$ cat config.mk
export PLATFORM = sky130hd
export DESIGN_NAME = mem_access_stage_flat
export DESIGN_NICKNAME = d
export VERILOG_FILES = /design/src/rtl/mem_access_stage_if.sv /design/src/rtl/mem_access_stage.sv /design/src/flat_wrapper.sv
export SDC_FILE = /design/constraint.sdc
export NUM_CORES = 1
export LEC_CHECK = 0
export CAP_MARGIN = 20
export CORE_MARGIN = 3
export CORE_UTILIZATION = 50
export DETAILED_ROUTE_END_ITERATION = 16
export DONT_BUFFER_PORTS = 1
export MAX_ROUTING_LAYER = met4
export PLACE_DENSITY = 0.62
export SLEW_MARGIN = 5
export SYNTH_ARGS = -nofsm -noshare
export SYNTH_HDL_FRONTEND = slang
export SYNTH_SLANG_ARGS = --single-unit
$ cat constraint.sdc
create_clock -name Clk -period 7.9 [get_ports Clk]
set_clock_uncertainty 0.2 [all_clocks]
set_input_delay 2.37 -clock Clk [delete_from_list [all_inputs] [get_ports Clk]]
set_output_delay 2.37 -clock Clk [all_outputs]
set_load 0.1 [all_outputs]
$ cat src/rtl/mem_access_stage_if.sv
// Data-memory bus between the MEM stage (master) and the data memory (slave).
// DMemReq rises with WE/Addr/WData/BE stable and holds until DMemAck is seen high at an edge; DMemRData is valid only with DMemAck.
interface mem_access_stage_if;
   logic        DMemReq;
   logic        DMemWE;
   logic [31:0] DMemAddr;
   logic [31:0] DMemWData;
   logic [3:0]  DMemBE;
   logic [31:0] DMemRData;
   logic        DMemAck;

   modport master (
      output DMemReq, DMemWE, DMemAddr, DMemWData, DMemBE,
      input  DMemRData, DMemAck
   );

   modport slave (
      input  DMemReq, DMemWE, DMemAddr, DMemWData, DMemBE,
      output DMemRData, DMemAck
   );
endinterface

$ cat src/rtl/mem_access_stage.sv
// MIPS MEM stage: byte/half/word accesses over a req/ack bus with timeout, upstream stall and MEM/WB register.
// Optional feature macro MEM_MISALIGN_TRAP_EN: misaligned half/word accesses are dropped and flagged on AlignErr.
module mem_access_stage #(
   parameter int TIMEOUT_CYC = 16
) (
   input  logic        Clk,
   input  logic        Rst,
   input  logic [31:0] ALUResultIn,
   input  logic [31:0] RD2in,
   input  logic [4:0]  WRin,
   input  logic        regWIn,
   input  logic [1:0]  MemtoRegIn,
   input  logic [1:0]  MemRIn,
   input  logic [1:0]  MemWIn,
   input  logic [31:0] PCDisplayIn,
   input  logic        SADSigIn,
   mem_access_stage_if.master dmem,
   output logic        MemStall,
   output logic [31:0] ALUResultOut,
   output logic [31:0] MemDataOut,
   output logic [31:0] PCDisplayOut,
   output logic [4:0]  WROut,
   output logic        regWOut,
   output logic [1:0]  MemtoRegOut,
   output logic        SADSigOut,
   output logic        BusErr,
   output logic        AlignErr,
   output logic [1:0]  StateDbg
);

   localparam int CW = $clog2(TIMEOUT_CYC + 1);

   typedef enum logic [1:0] {
      IDLE = 2'd0,
      REQ  = 2'd1,
      DONE = 2'd2
   } state_e;

   state_e      state_q, state_d;
   logic [CW-1:0] cnt_q, cnt_d;
   logic        req_q, req_d, we_q, we_d;
   logic [31:0] addr_q, addr_d, wdata_q, wdata_d, buf_q, buf_d;
   logic [3:0]  be_q, be_d;
   logic [1:0]  size_q, size_d, off_q, off_d;
   logic        buserr_q, buserr_d, alignerr_q, alignerr_d;
   logic [31:0] h_alu_q, h_alu_d, h_pc_q, h_pc_d;
   logic [4:0]  h_wr_q, h_wr_d;
   logic        h_regw_q, h_regw_d, h_sad_q, h_sad_d;
   logic [1:0]  h_m2r_q, h_m2r_d;
   logic [31:0] alu_out_q, alu_out_d, mdata_q, mdata_d, pc_out_q, pc_out_d;
   logic [4:0]  wr_out_q, wr_out_d;
   logic        regw_out_q, regw_out_d, sad_out_q, sad_out_d;
   logic [1:0]  m2r_out_q, m2r_out_d;

   logic [1:0]  op_size, op_off;
   logic        op_we, op_present, trap;
   logic [3:0]  op_be;
   logic [31:0] op_wdata, rd_ext;
   logic [7:0]  rd_byte;
   logic [15:0] rd_half;

   // A write wins when both read and write sizes are set.
   assign op_we      = (MemWIn != 2'b00);
   assign op_size    = op_we ? MemWIn : MemRIn;
   assign op_present = (op_size != 2'b00);

`ifdef MEM_MISALIGN_TRAP_EN
   assign trap = ((op_size == 2'b10) && ALUResultIn[0]) ||
                 ((op_size == 2'b01) && (ALUResultIn[1:0] != 2'b00));
`else
   assign trap = 1'b0;
`endif

   always_comb begin
      op_off   = ALUResultIn[1:0];
      op_be    = 4'b0000;
      op_wdata = RD2in;
      case (op_size)
         2'b01: begin
            op_off = 2'b00;
            op_be  = 4'b1111;
         end
         2'b10: begin
            op_off   = {ALUResultIn[1], 1'b0};
            op_be    = ALUResultIn[1] ? 4'b1100 : 4'b0011;
            op_wdata = {2{RD2in[15:0]}};
         end
         2'b11: begin
            op_be    = 4'b0001 << ALUResultIn[1:0];
            op_wdata = {4{RD2in[7:0]}};
         end
         default: ;
      endcase
   end

   always_comb begin
      case (off_q)
         2'b00:   rd_byte = dmem.DMemRData[7:0];
         2'b01:   rd_byte = dmem.DMemRData[15:8];
         2'b10:   rd_byte = dmem.DMemRData[23:16];
         default: rd_byte = dmem.DMemRData[31:24];
      endcase
      rd_half = off_q[1] ? dmem.DMemRData[31:16] : dmem.DMemRData[15:0];
      case (size_q)
         2'b11:   rd_ext = {{24{rd_byte[7]}}, rd_byte};
         2'b10:   rd_ext = {{16{rd_half[15]}}, rd_half};
         default: rd_ext = dmem.DMemRData;
      endcase
   end

   always_comb begin
      state_d    = state_q;
      cnt_d      = cnt_q;
      req_d      = req_q;
      we_d       = we_q;
      addr_d     = addr_q;
      wdata_d    = wdata_q;
      be_d       = be_q;
      size_d     = size_q;
      off_d      = off_q;
      buf_d      = buf_q;
      buserr_d   = buserr_q;
      alignerr_d = 1'b0;
      h_alu_d    = h_alu_q;
      h_pc_d     = h_pc_q;
      h_wr_d     = h_wr_q;
      h_regw_d   = h_regw_q;
      h_m2r_d    = h_m2r_q;
      h_sad_d    = h_sad_q;
      alu_out_d  = alu_out_q;
      mdata_d    = mdata_q;
      pc_out_d   = pc_out_q;
      wr_out_d   = wr_out_q;
      regw_out_d = regw_out_q;
      m2r_out_d  = m2r_out_q;
      sad_out_d  = sad_out_q;
      MemStall   = 1'b0;

      case (state_q)
         IDLE: begin
            cnt_d = '0;
            if (op_present && !trap) begin
               MemStall = 1'b1;
               req_d    = 1'b1;
               we_d     = op_we;
               addr_d   = {ALUResultIn[31:2], 2'b00};
               wdata_d  = op_wdata;
               be_d     = op_be;
               size_d   = op_size;
               off_d    = op_off;
               h_alu_d  = ALUResultIn;
               h_pc_d   = PCDisplayIn;
               h_wr_d   = WRin;
               h_regw_d = regWIn;
               h_m2r_d  = MemtoRegIn;
               h_sad_d  = SADSigIn;
               state_d  = REQ;
            end
            if (op_present) begin
               alignerr_d = trap;
               alu_out_d  = '0;
               mdata_d    = '0;
               pc_out_d   = '0;
               wr_out_d   = '0;
               regw_out_d = 1'b0;
               m2r_out_d  = '0;
               sad_out_d  = 1'b0;
            end else begin
               alu_out_d  = ALUResultIn;
               mdata_d    = '0;
               pc_out_d   = PCDisplayIn;
               wr_out_d   = WRin;
               regw_out_d = regWIn;
               m2r_out_d  = MemtoRegIn;
               sad_out_d  = SADSigIn;
            end
         end
         REQ: begin
            MemStall = 1'b1;
            cnt_d    = cnt_q + 1'b1;
            if (dmem.DMemAck) begin
               buf_d   = we_q ? 32'd0 : rd_ext;
               req_d   = 1'b0;
               state_d = DONE;
            end else if (cnt_q == CW'(TIMEOUT_CYC - 1)) begin
               buf_d    = '0;
               req_d    = 1'b0;
               buserr_d = 1'b1;
               state_d  = DONE;
            end
         end
         DONE: begin
            alu_out_d  = h_alu_q;
            mdata_d    = buf_q;
            pc_out_d   = h_pc_q;
            wr_out_d   = h_wr_q;
            regw_out_d = h_regw_q;
            m2r_out_d  = h_m2r_q;
            sad_out_d  = h_sad_q;
            state_d    = IDLE;
         end
         default: state_d = IDLE;
      endcase
   end

   always_ff @(posedge Clk) begin
      if (!Rst) begin
         state_q    <= IDLE;
         cnt_q      <= '0;
         req_q      <= 1'b0;
         we_q       <= 1'b0;
         addr_q     <= '0;
         wdata_q    <= '0;
         be_q       <= '0;
         size_q     <= '0;
         off_q      <= '0;
         buf_q      <= '0;
         buserr_q   <= 1'b0;
         alignerr_q <= 1'b0;
         h_alu_q    <= '0;
         h_pc_q     <= '0;
         h_wr_q     <= '0;
         h_regw_q   <= 1'b0;
         h_m2r_q    <= '0;
         h_sad_q    <= 1'b0;
         alu_out_q  <= '0;
         mdata_q    <= '0;
         pc_out_q   <= '0;
         wr_out_q   <= '0;
         regw_out_q <= 1'b0;
         m2r_out_q  <= '0;
         sad_out_q  <= 1'b0;
      end else begin
         state_q    <= state_d;
         cnt_q      <= cnt_d;
         req_q      <= req_d;
         we_q       <= we_d;
         addr_q     <= addr_d;
         wdata_q    <= wdata_d;
         be_q       <= be_d;
         size_q     <= size_d;
         off_q      <= off_d;
         buf_q      <= buf_d;
         buserr_q   <= buserr_d;
         alignerr_q <= alignerr_d;
         h_alu_q    <= h_alu_d;
         h_pc_q     <= h_pc_d;
         h_wr_q     <= h_wr_d;
         h_regw_q   <= h_regw_d;
         h_m2r_q    <= h_m2r_d;
         h_sad_q    <= h_sad_d;
         alu_out_q  <= alu_out_d;
         mdata_q    <= mdata_d;
         pc_out_q   <= pc_out_d;
         wr_out_q   <= wr_out_d;
         regw_out_q <= regw_out_d;
         m2r_out_q  <= m2r_out_d;
         sad_out_q  <= sad_out_d;
      end
   end

   assign dmem.DMemReq   = req_q;
   assign dmem.DMemWE    = we_q;
   assign dmem.DMemAddr  = addr_q;
   assign dmem.DMemWData = wdata_q;
   assign dmem.DMemBE    = be_q;
   assign ALUResultOut   = alu_out_q;
   assign MemDataOut     = mdata_q;
   assign PCDisplayOut   = pc_out_q;
   assign WROut          = wr_out_q;
   assign regWOut        = regw_out_q;
   assign MemtoRegOut    = m2r_out_q;
   assign SADSigOut      = sad_out_q;
   assign BusErr         = buserr_q;
   assign AlignErr       = alignerr_q;
   assign StateDbg       = state_q;

endmodule

$ cat src/flat_wrapper.sv
// flat-port wrapper written by rule: the top's interface ports become plain ports
module mem_access_stage_flat 
#(
   parameter int TIMEOUT_CYC = 16
)
  (Clk, Rst, ALUResultIn, RD2in, WRin, regWIn, MemtoRegIn, MemRIn, MemWIn, PCDisplayIn, SADSigIn, MemStall, ALUResultOut, MemDataOut, PCDisplayOut, WROut, regWOut, MemtoRegOut, SADSigOut, BusErr, AlignErr, StateDbg, dmem_DMemReq, dmem_DMemWE, dmem_DMemAddr, dmem_DMemWData, dmem_DMemBE, dmem_DMemRData, dmem_DMemAck);
  mem_access_stage_if dmem_i ();
  input  logic Clk;
  input  logic Rst;
  input  logic [31:0] ALUResultIn;
  input  logic [31:0] RD2in;
  input  logic [4:0] WRin;
  input  logic regWIn;
  input  logic [1:0] MemtoRegIn;
  input  logic [1:0] MemRIn;
  input  logic [1:0] MemWIn;
  input  logic [31:0] PCDisplayIn;
  input  logic SADSigIn;
  output logic MemStall;
  output logic [31:0] ALUResultOut;
  output logic [31:0] MemDataOut;
  output logic [31:0] PCDisplayOut;
  output logic [4:0] WROut;
  output logic regWOut;
  output logic [1:0] MemtoRegOut;
  output logic SADSigOut;
  output logic BusErr;
  output logic AlignErr;
  output logic [1:0] StateDbg;
  output wire logic [$bits(dmem_i.DMemReq)-1:0] dmem_DMemReq;
  output wire logic [$bits(dmem_i.DMemWE)-1:0] dmem_DMemWE;
  output wire logic [$bits(dmem_i.DMemAddr)-1:0] dmem_DMemAddr;
  output wire logic [$bits(dmem_i.DMemWData)-1:0] dmem_DMemWData;
  output wire logic [$bits(dmem_i.DMemBE)-1:0] dmem_DMemBE;
  input wire logic [$bits(dmem_i.DMemRData)-1:0] dmem_DMemRData;
  input wire logic [$bits(dmem_i.DMemAck)-1:0] dmem_DMemAck;
  assign dmem_DMemReq = dmem_i.DMemReq;
  assign dmem_DMemWE = dmem_i.DMemWE;
  assign dmem_DMemAddr = dmem_i.DMemAddr;
  assign dmem_DMemWData = dmem_i.DMemWData;
  assign dmem_DMemBE = dmem_i.DMemBE;
  assign dmem_i.DMemRData = dmem_DMemRData;
  assign dmem_i.DMemAck = dmem_DMemAck;
  mem_access_stage #(.TIMEOUT_CYC(TIMEOUT_CYC)) u_core (.Clk(Clk), .Rst(Rst), .ALUResultIn(ALUResultIn), .RD2in(RD2in), .WRin(WRin), .regWIn(regWIn), .MemtoRegIn(MemtoRegIn), .MemRIn(MemRIn), .MemWIn(MemWIn), .PCDisplayIn(PCDisplayIn), .SADSigIn(SADSigIn), .dmem(dmem_i), .MemStall(MemStall), .ALUResultOut(ALUResultOut), .MemDataOut(MemDataOut), .PCDisplayOut(PCDisplayOut), .WROut(WROut), .regWOut(regWOut), .MemtoRegOut(MemtoRegOut), .SADSigOut(SADSigOut), .BusErr(BusErr), .AlignErr(AlignErr), .StateDbg(StateDbg));
endmodule
# == Word level (Yosys, flattened, before mapping) ==
# Cells that the tools add are included.
# op_classes
mux,35
addsub,1
reduce_logical,12
n_shift,1
n_bitwise,1
n_eq_ne,12
# op_table
op,n
case mux 32 bit (2 select lines),5
2-to-1 mux 32 bit,5
case mux 8 bit (3 select lines),1
case mux 5 bit (2 select lines),2
2-to-1 mux 16 bit,1
"== test 2 bit, second input constant",6
case mux 2 bit (2 select lines),3
case mux 4 bit (3 select lines),1
2-to-1 mux 2 bit,5
nonzero test 2 bit,5
case mux 1 bit (2 select lines),4
"== test 2 x 1 -> 1 bit, second input constant",3
2-to-1 mux 1 bit,6
AND reduction 2 bit,3
AND reduction 3 bit,2
"adder 5 x 1 -> 5 bit, second input constant",1
"== test 5 x 4 -> 1 bit, second input constant",1
2-to-1 mux 5 bit,1
zero test 2 bit,2
2-to-1 mux 4 bit,1
"left shift 1 x 2 -> 4 bit, first input constant",1
"!= test 3 x 2 -> 1 bit, second input constant",1
"!= test 2 x 1 -> 1 bit, second input constant",1
NOT 1 bit,1
# totals
word_cells,86
out_inout_bits,180
register_bits,290

# == Depth between registers and ports, before layout ==
# logic_depth
depth_word,5
ltp_mapped,10
ltp_nobuf,8

# == Worst setup path after synthesis ==
# Ideal clock, no wire load.
# synth_path
path_type,input -> output
start,input MemRIn[1]
end,output MemStall
setup_slack_ps,757
path_buffers,1
arrival_time_ps,4573
path_stages,5
path_cell_list,nor2b_1 -> nor2_1 -> ha_1 -> clkbuf_1 -> a21oi_1
# synth_via
elab_chain_cells,4
# synth_rtl
element,line,rtl
from (decl),flat_wrapper.sv:15,input logic [1:0] MemRIn;
2-to-1 mux 2 bit,mem_access_stage.sv:64,assign op_size = op_we ? MemWIn : MemRIn;
nonzero test 2 bit,mem_access_stage.sv:65,assign op_present = (op_size != 2'b00);
2-to-1 mux 1 bit,mem_access_stage.sv:142,if (op_present && !trap) begin
case mux 1 bit (2 select lines),mem_access_stage.sv:139,case (state_q)
to (decl),flat_wrapper.sv:19,output logic MemStall;
# No other way between the ends.

# == Final worst setup path ==
# Ends and elaborated chain as after synthesis.

==> implementation parameters <==
Parameter                              Value

Final layout
  Post-route insts no fill    1602
  Layout-stage area growth over the synthesis result    6.89%
  Count of fill cells added during filler insertion    about 2100
  Area of all placed cells without fillers    12300 µm²
  Diodes inserted    0
  Nets    about 1400
  Fraction of layout cells with a size suffix above 1    under 10%

Pwr
  Net load switching power    roughly 0.0014 W
  Power Total    0.00380 W
  Standby leakage power    5.12 nW
  Int Pwr    about 0.0024 W
  Clk network pwr share    roughly two fifths
  Maximum vdd ir drop    0.176 mV
  Logic gate share of total power    between 8 and 9%
  Power per standard cell area    309 nW/µm²
  Sequential group share of total power    53.0%
  Share of total power consumed by net switching    a little over a third

Synth
  Portion of synthesized cell area occupied by the leading cell type    a little under half
  Top cells by area in the synthesized netlist    dfxtp_1 (45%), nand2_1 (15%), o211a_1 (7.2%), o211ai_1 (4.8%), a21boi_0 (4.0%)
  Total standard cell area after synthesis    around 11000 µm²
  Unique masters post-synth    43
  Synth Register Bits    260
  Yosys warns    0
  Most area-hungry cell type in the Yosys netlist    dfxtp_1
  Sequential cell area fraction in the yosys report    45.3%
  Mean post-synth cell area    8.17 µm²
  Number of cells produced by synthesis    approximately 1400

Global route
  Maximum number of pins on one net before global-route repair    230
  First-pass GRT wire length    approximately 46000 µm
  Global-route congestion overflow total    0
  Number of antenna violations at the first check in global routing    0
  Via count of the first global-routing pass    8193
  Global-route usage over all layers    23.3%

Setup path
  Req. time, crit path    around 5300 ps
  Reg2Reg Setup Slack    roughly 4300 ps
  CP Capture Type    output pin
  FF-to-FF Start    u_core.StateDbg[1]
  Depth of the most critical reg-to-reg path    5
  Highest net fanout along the worst path    6
  Crit Path Category    in2out
  Critical path origin    MemRIn[1]
  Timing endpoint of the critical path    MemStall
  Endpoint of the worst-slack reg-to-reg timing path    u_core.h_alu_q[24]
  Data arrival time of the worst path    between 3000 and 4000 ps
  Nature of the critical path startpoint    input pin

Routing
  DR vias/cell    around 5.8
  Total via count after detailed routing    between 9000 and 10000
  DRC violation total after the first TritonRoute iteration    731
  Sum of routed wire length over all layers    about 30000 µm
  Detail Route Antenna Nets    0
  1st-pass router iterations    6
  Average wire per cell in the routed design    ~19 µm
  Count of unresolved DRC violations after routing    0

STA
  Remaining max-slew budget at the tightest pin    a little over a quarter
  Unrepaired setup endpoints after global routing    no
  Pin slew with the least headroom to its limit    1100 ps
  TNS Setup    0 ps
  Maximum frequency from static timing analysis    0.167 GHz
  Final worst-path cycle share    75.9%
  Time the worst path needs with I/O delays and setup    6000 ps
  Setup-failing EPs final    0
  Pins Over Slew Limit    0
  Count of final hold-check violations    0

CTS
  Hold buffer count at cts    0
  Clock sink count    260
  Cell chosen for the clock root    clkbuf_16
  Number of setup buffers added after CTS    0
  CTS tree    built
  Total clock buffers created by CTS    29
  Clock Pin Slew Worst Setup and Hold Paths    60 ps
  Worst-skew pair later-pin latency    ~530 ps
  Maximum number of buffers from clock root to sink    3
  Cts repair resizes    0
  H-tree level count    1

Placed design
  Half-perimeter wire length after detailed placement    roughly 19000 µm
  Area after DPL    about 11000 µm²
  Number of placed instances with taps included    ~1500
  Final weighted congestion in routability-driven placement    around 0.84
  Number of I/O port buffers    0

Floorplan
  Die Outline Area    ~25000 µm²
  Num ports    approximately 320
  Die Height    between 150 and 200 µm
  Starting density of the core    around 52%
  Core area    ~22000 µm²
  X dimension of the die    about 160 µm
  Num rows    54

Run
  Max-cap check violation count    0

Hold path
  Tightest Hold Check Type    reg2reg

Status
  Status    completed
## layout by cell type (no fill, tap or decap), types with 14 or more instances in the layout
| cell type | count |
|---|---|
| a21boi_1 | 22 |
| dfxtp_1 | 258 |
| nor2_1 | 35 |
| buf_4 | 15 |
| nand3_1 | 19 |
| a21boi_0 | 62 |
| clkbuf_16 | 29 |
| o21ai_0 | 87 |
| a31oi_1 | 18 |
| and2_1 | 34 |
| o211a_1 | 83 |
| nor2b_1 | 14 |
| o211ai_1 | 74 |
| nand2_1 | 451 |
## critical path, cell delays in order
cell,delay (ps)
nor2b_1,120
nor2_1,310
ha_2,290
a21oi_2,60
buf_4,280
## layer usage
metal  GRT usage, %  part of all wire [%]
met1           31.9                    44
met2           33.5                    43
met3           7.22                    10
met4           6.57                   2.5
met5              -                     0
## how the worst min path moves through the flow
stage               cells past startpoint                to        startpoint  slack (ps)
floorplan                               2  u_core.buf_q[31]  u_core.buf_q[31]         220
global placement                        2  u_core.buf_q[11]  u_core.buf_q[11]         240
detailed placement                      2  u_core.buf_q[31]  u_core.buf_q[31]         240
CTS                                     2  u_core.buf_q[31]  u_core.buf_q[31]         260
global route                            2  u_core.buf_q[29]  u_core.buf_q[29]         270
finish                                  2  u_core.buf_q[31]  u_core.buf_q[31]         250
## Yosys cell counts (all sizes together)
cell / number
a2111oi: 8
a21boi: 84
a21o: 1
a21oi: 5
a22oi: 9
a31oi: 18
a32oi: 7
and2: 35
and2b: 1
and3: 1
buf: 65
clkbuf: 91
conb: 1
dfxtp: 260
ha: 5
inv: 5
mux2i: 10
nand2: 451
nand2b: 9
nand3: 19
nand4b: 1
nor2: 35
nor2b: 14
nor3: 3
nor3b: 3
o211a: 83
o211ai: 74
o21a: 3
o21ai: 98
o21bai: 1
o221ai: 1
o311a: 2
o32ai: 1
or3: 2
or3b: 1
## power by group through the flow
stage / Clock (W) / Sequential (W) / Combinational [W]
floorplan: 0 / 0.00190 / 0.000421
global placement: 0 / 0.00204 / 0.000327
detailed placement: 0 / 0.00204 / 0.000336
CTS: 0.00148 / 0.00202 / 0.000337
global route: 0.00154 / 0.00203 / 0.000377
finish: 0.00145 / 0.00201 / 0.000335
## registers in the layout, summed over array words and instances, names as in the netlist, 2 cells and up
| signal | count |
|---|---|
| u_core.off_q | 2 |
| u_core.dmem.DMemBE | 4 |
| u_core.PCDisplayOut | 32 |
| u_core.MemDataOut | 32 |
| u_core.dmem.DMemWData | 32 |
| u_core.buf_q | 32 |
| u_core.size_q | 2 |
| u_core.h_wr_q | 5 |
| u_core.h_alu_q | 32 |
| u_core.h_m2r_q | 2 |
| u_core.cnt_q | 5 |
| u_core.MemtoRegOut | 2 |
| u_core.ALUResultOut | 32 |
| u_core.StateDbg | 2 |
| u_core.h_pc_q | 32 |
| u_core.WROut | 5 |
## kinds of logic after synthesis
| family | share of synthesized area, % |
|---|---|
| buffers and inverters | 6.62 |
| adders and majority gates | 0.544 |
| AOI/OAI and AO/OA | 26.0 |
| and+or+nand+nor | 20.7 |
| other | 0.0326 |
| DFF | 45.3 |
| muxes | 0.871 |
## cell type report
class,count,area (µm²),share of cell area [%]
flip-flops and latches,260,5210,42.4
clock inverters,18,254,2.07
clock buffers,36,792,6.45
well taps,280,350,2.85
repair buffers,15,113,0.916
inverters,5,21.3,0.173
multi-input cells,988,5540,45.1
## stage by stage
step                      hold slack [ps]  util [%]  setup slack, ps
final                                 250      55.3             1900
after global routing                  271      55.3             1800
after CTS                             255      55.2             1910
after detailed placement              242      50.5             1920
after global placement                235      50.5             1940
after floorplan                       225         -              757
Power figures use the tool's default switching activity.
==> edit (same flow settings) <==
Remove the case item `2'b11` of the case on `op_size`.
--- a/src/rtl/mem_access_stage.sv
+++ b/src/rtl/mem_access_stage.sv
@@ -84,10 +84,6 @@
             op_off   = {ALUResultIn[1], 1'b0};
             op_be    = ALUResultIn[1] ? 4'b1100 : 4'b0011;
             op_wdata = {2{RD2in[15:0]}};
-         end
-         2'b11: begin
-            op_be    = 4'b0001 << ALUResultIn[1:0];
-            op_wdata = {4{RD2in[7:0]}};
          end
          default: ;
       endcase
Check against the original RTL: not equivalent (a bounded check fails within 4 cycles, from zero or initial values and one cycle with Rst low).
==> edit against the original RTL <==
Synthesized area is 4.7% lower. Total power is 13% lower. Routed wire length is 3.4% lower. Worst setup slack worse by 0.030 ns. Sequential cell count is 2 lower. Worst hold slack better by 0.0024 ns. Cell count is 3.7% lower. Combinational power is 9.0% lower. Cell area is 6.2% lower. Largest cell class is now flip-flops and latches.
==> edit: results (changes against the original RTL) <==
.. list-table::
   :header-rows: 1

   * - Metric
     - Value
   * - Total number of nets in the final design
     - 1399 (-3.4%)
   * - Compound-Gate Fraction of Synth Area
     - 20.93% (-5.0 points)
   * - Int Power
     - 2176 uW (-11%)
   * - Share of post-route cells with drive strength above 1
     - 6.073% (-0.51 points)
   * - Post-detailed-placement cell area
     - 0.01068 mm^2 (-4.9%)
   * - Worst EP arrival
     - 3.46 ns (+0.03 ns)
   * - Maximum number of pins on one net before global-route repair
     - 133 (-42%)
   * - Via/cell ratio
     - 5.741 (-0.26%)
   * - Worst reg2reg setup slack
     - 4.69 ns (+0.37 ns)
   * - Total power density per cell area
     - 286.9 mW/mm^2 (-7.3%)
   * - FF-to-FF End
     - u_core.buf_q[6]
   * - Mapped Avg Cell Area
     - 8.038 um^2 (-1.6%)
   * - Overall Global Routing Usage
     - 23.73% (+0.39 points)
   * - Wire length of the first global-routing pass
     - 45.57 mm (-1.0%)
   * - Post-synthesis async set-or-reset flop share
     - 0% (unchanged)
   * - Routed len/inst
     - 18.86 um (+0.25%)
   * - Number of antenna violations at the first check in global routing
     - 0 (unchanged)
   * - Row Count
     - 53 (-1.9%)
   * - IO Port Bufs
     - 0 (unchanged)
   * - Maximum fanout along the worst path
     - 4 (-2)
   * - Via count of the first global-routing pass
     - 8179 (-0.17%)
   * - Half-perimeter wire length of the detailed placement result
     - 18.19 mm (-5.2%)
   * - Leakage power summed over all cells
     - 0.004247 uW (-17%)
   * - Max Buffers Root-to-Sink
     - 3 (unchanged)
   * - Worst Hold Margin
     - 0.2524 ns (+0.002438 ns)
   * - Final Non-Filler Cells
     - 1543 (-3.7%)
   * - CTS buffer count
     - 27 (-6.9%)
   * - Drt first-iter violations
     - 588 (-20%)
   * - Synth unique cells
     - 39 (-9.3%)
   * - Detailed-routing iteration count for the pre-antenna-repair pass
     - 7 (+1)
   * - Dominant cells by area after synthesis
     - dfxtp_1, nand2_1, a21oi_1
   * - Peak supply drop
     - 0.1577 mV (-11%)
   * - Portion of total power attributed to sequential cells
     - 54.6% (+1.6 points)
   * - Tightest slew margin relative to the limit
     - 26.50% (+0.053 points)
   * - Source of the worst register-to-register timing path
     - u_core.StateDbg[0]
   * - Sequential element share of the synthesized area
     - 47.14% (+1.9 points)
   * - Maximum operating frequency
     - 0.1659 GHz (-0.49%)
   * - Mux contribution to synthesized area
     - 2.581% (+1.7 points)
   * - Post-synthesis adder-cell area fraction
     - 0.5710% (+0.027 points)
   * - Final weighted congestion of routability-driven global placement
     - 0.9187 (+9.3%)
   * - Number of buffers inserted to repair setup after CTS
     - 0 (unchanged)
   * - Startpoint of the worst setup timing path
     - MemWIn[1]
   * - Number of cell instances on the worst register-to-register path
     - 6 (+1)
   * - Hold Crit Class
     - reg -> reg
   * - Post-synth top cells
     - nand2_1, dfxtp_1, a21oi_1, nor2_1, clkbuf_1
   * - Relative contribution of combinational cells to total power
     - 9.2% (+0.4 points)
   * - CTS Root Buffer Type
     - clkbuf_16
   * - Outcome
     - finished clean
## edit: changes by cell type in the layout (fill, tap and decap cells not counted), sizes merged, moves of 18 or more
cell / delta
a21boi: -84
o211ai: -48
and2: -33
o21ai: -94
o211a: -58
a21oi: +221
nand3b: +49
a211oi: +18
nor2: +71
o2bb2ai: +32
nand3: +24
nand2: -117
## edit: metal layers
| layer | up-vias | share of wire, % | GRT usage [%] |
|---|---|---|---|
| li1 | 4374 | - | - |
| met1 | 4145 | 42 | 31.08 |
| met2 | 290 | 45 | 35.71 |
| met3 | 50 | 9.8 | 7.853 |
| met4 | 0 | 2.6 | 5.761 |
| met5 | - | 0 | - |
## edit: area by class of cell
type | count | area [um^2]
multi-input cells | 942 | 5037
flip-flops and latches | 258 | 5175
clock inverters | 8 | 67.56
clock buffers | 39 | 760.7
well taps | 275 | 344.1
repair buffers | 13 | 105.1
inverters | 8 | 35.03
fillers | 2089 | 9762
## edit: worst max-delay path, stage by stage
cell     delay [ns]
inv_1          0.03
a21oi_1        0.47
ha_4           0.23
a21oi_2        0.07
buf_4          0.26
## edit: cell families (layout without fill, tap and decap cells)
logic type,after synthesis,count (layout)
DFF,258,258
other,1,3
buffers and inverters,165,68
muxes,28,28
and+or+nand+nor,551,551
AOI/OAI and AO/OA,355,355
adders and majority gates,5,5
## edit: how the worst min path moves through the flow
stage,from,to,cells after the start
global placement,u_core.h_m2r_q[0],u_core.h_m2r_q[0],2
finish,u_core.h_pc_q[8],u_core.h_pc_q[8],2
detailed placement,u_core.h_pc_q[15],u_core.h_pc_q[15],2
floorplan,u_core.buf_q[0],u_core.buf_q[0],1
CTS,u_core.h_pc_q[8],u_core.h_pc_q[8],2
global route,u_core.buf_q[1],u_core.buf_q[1],1
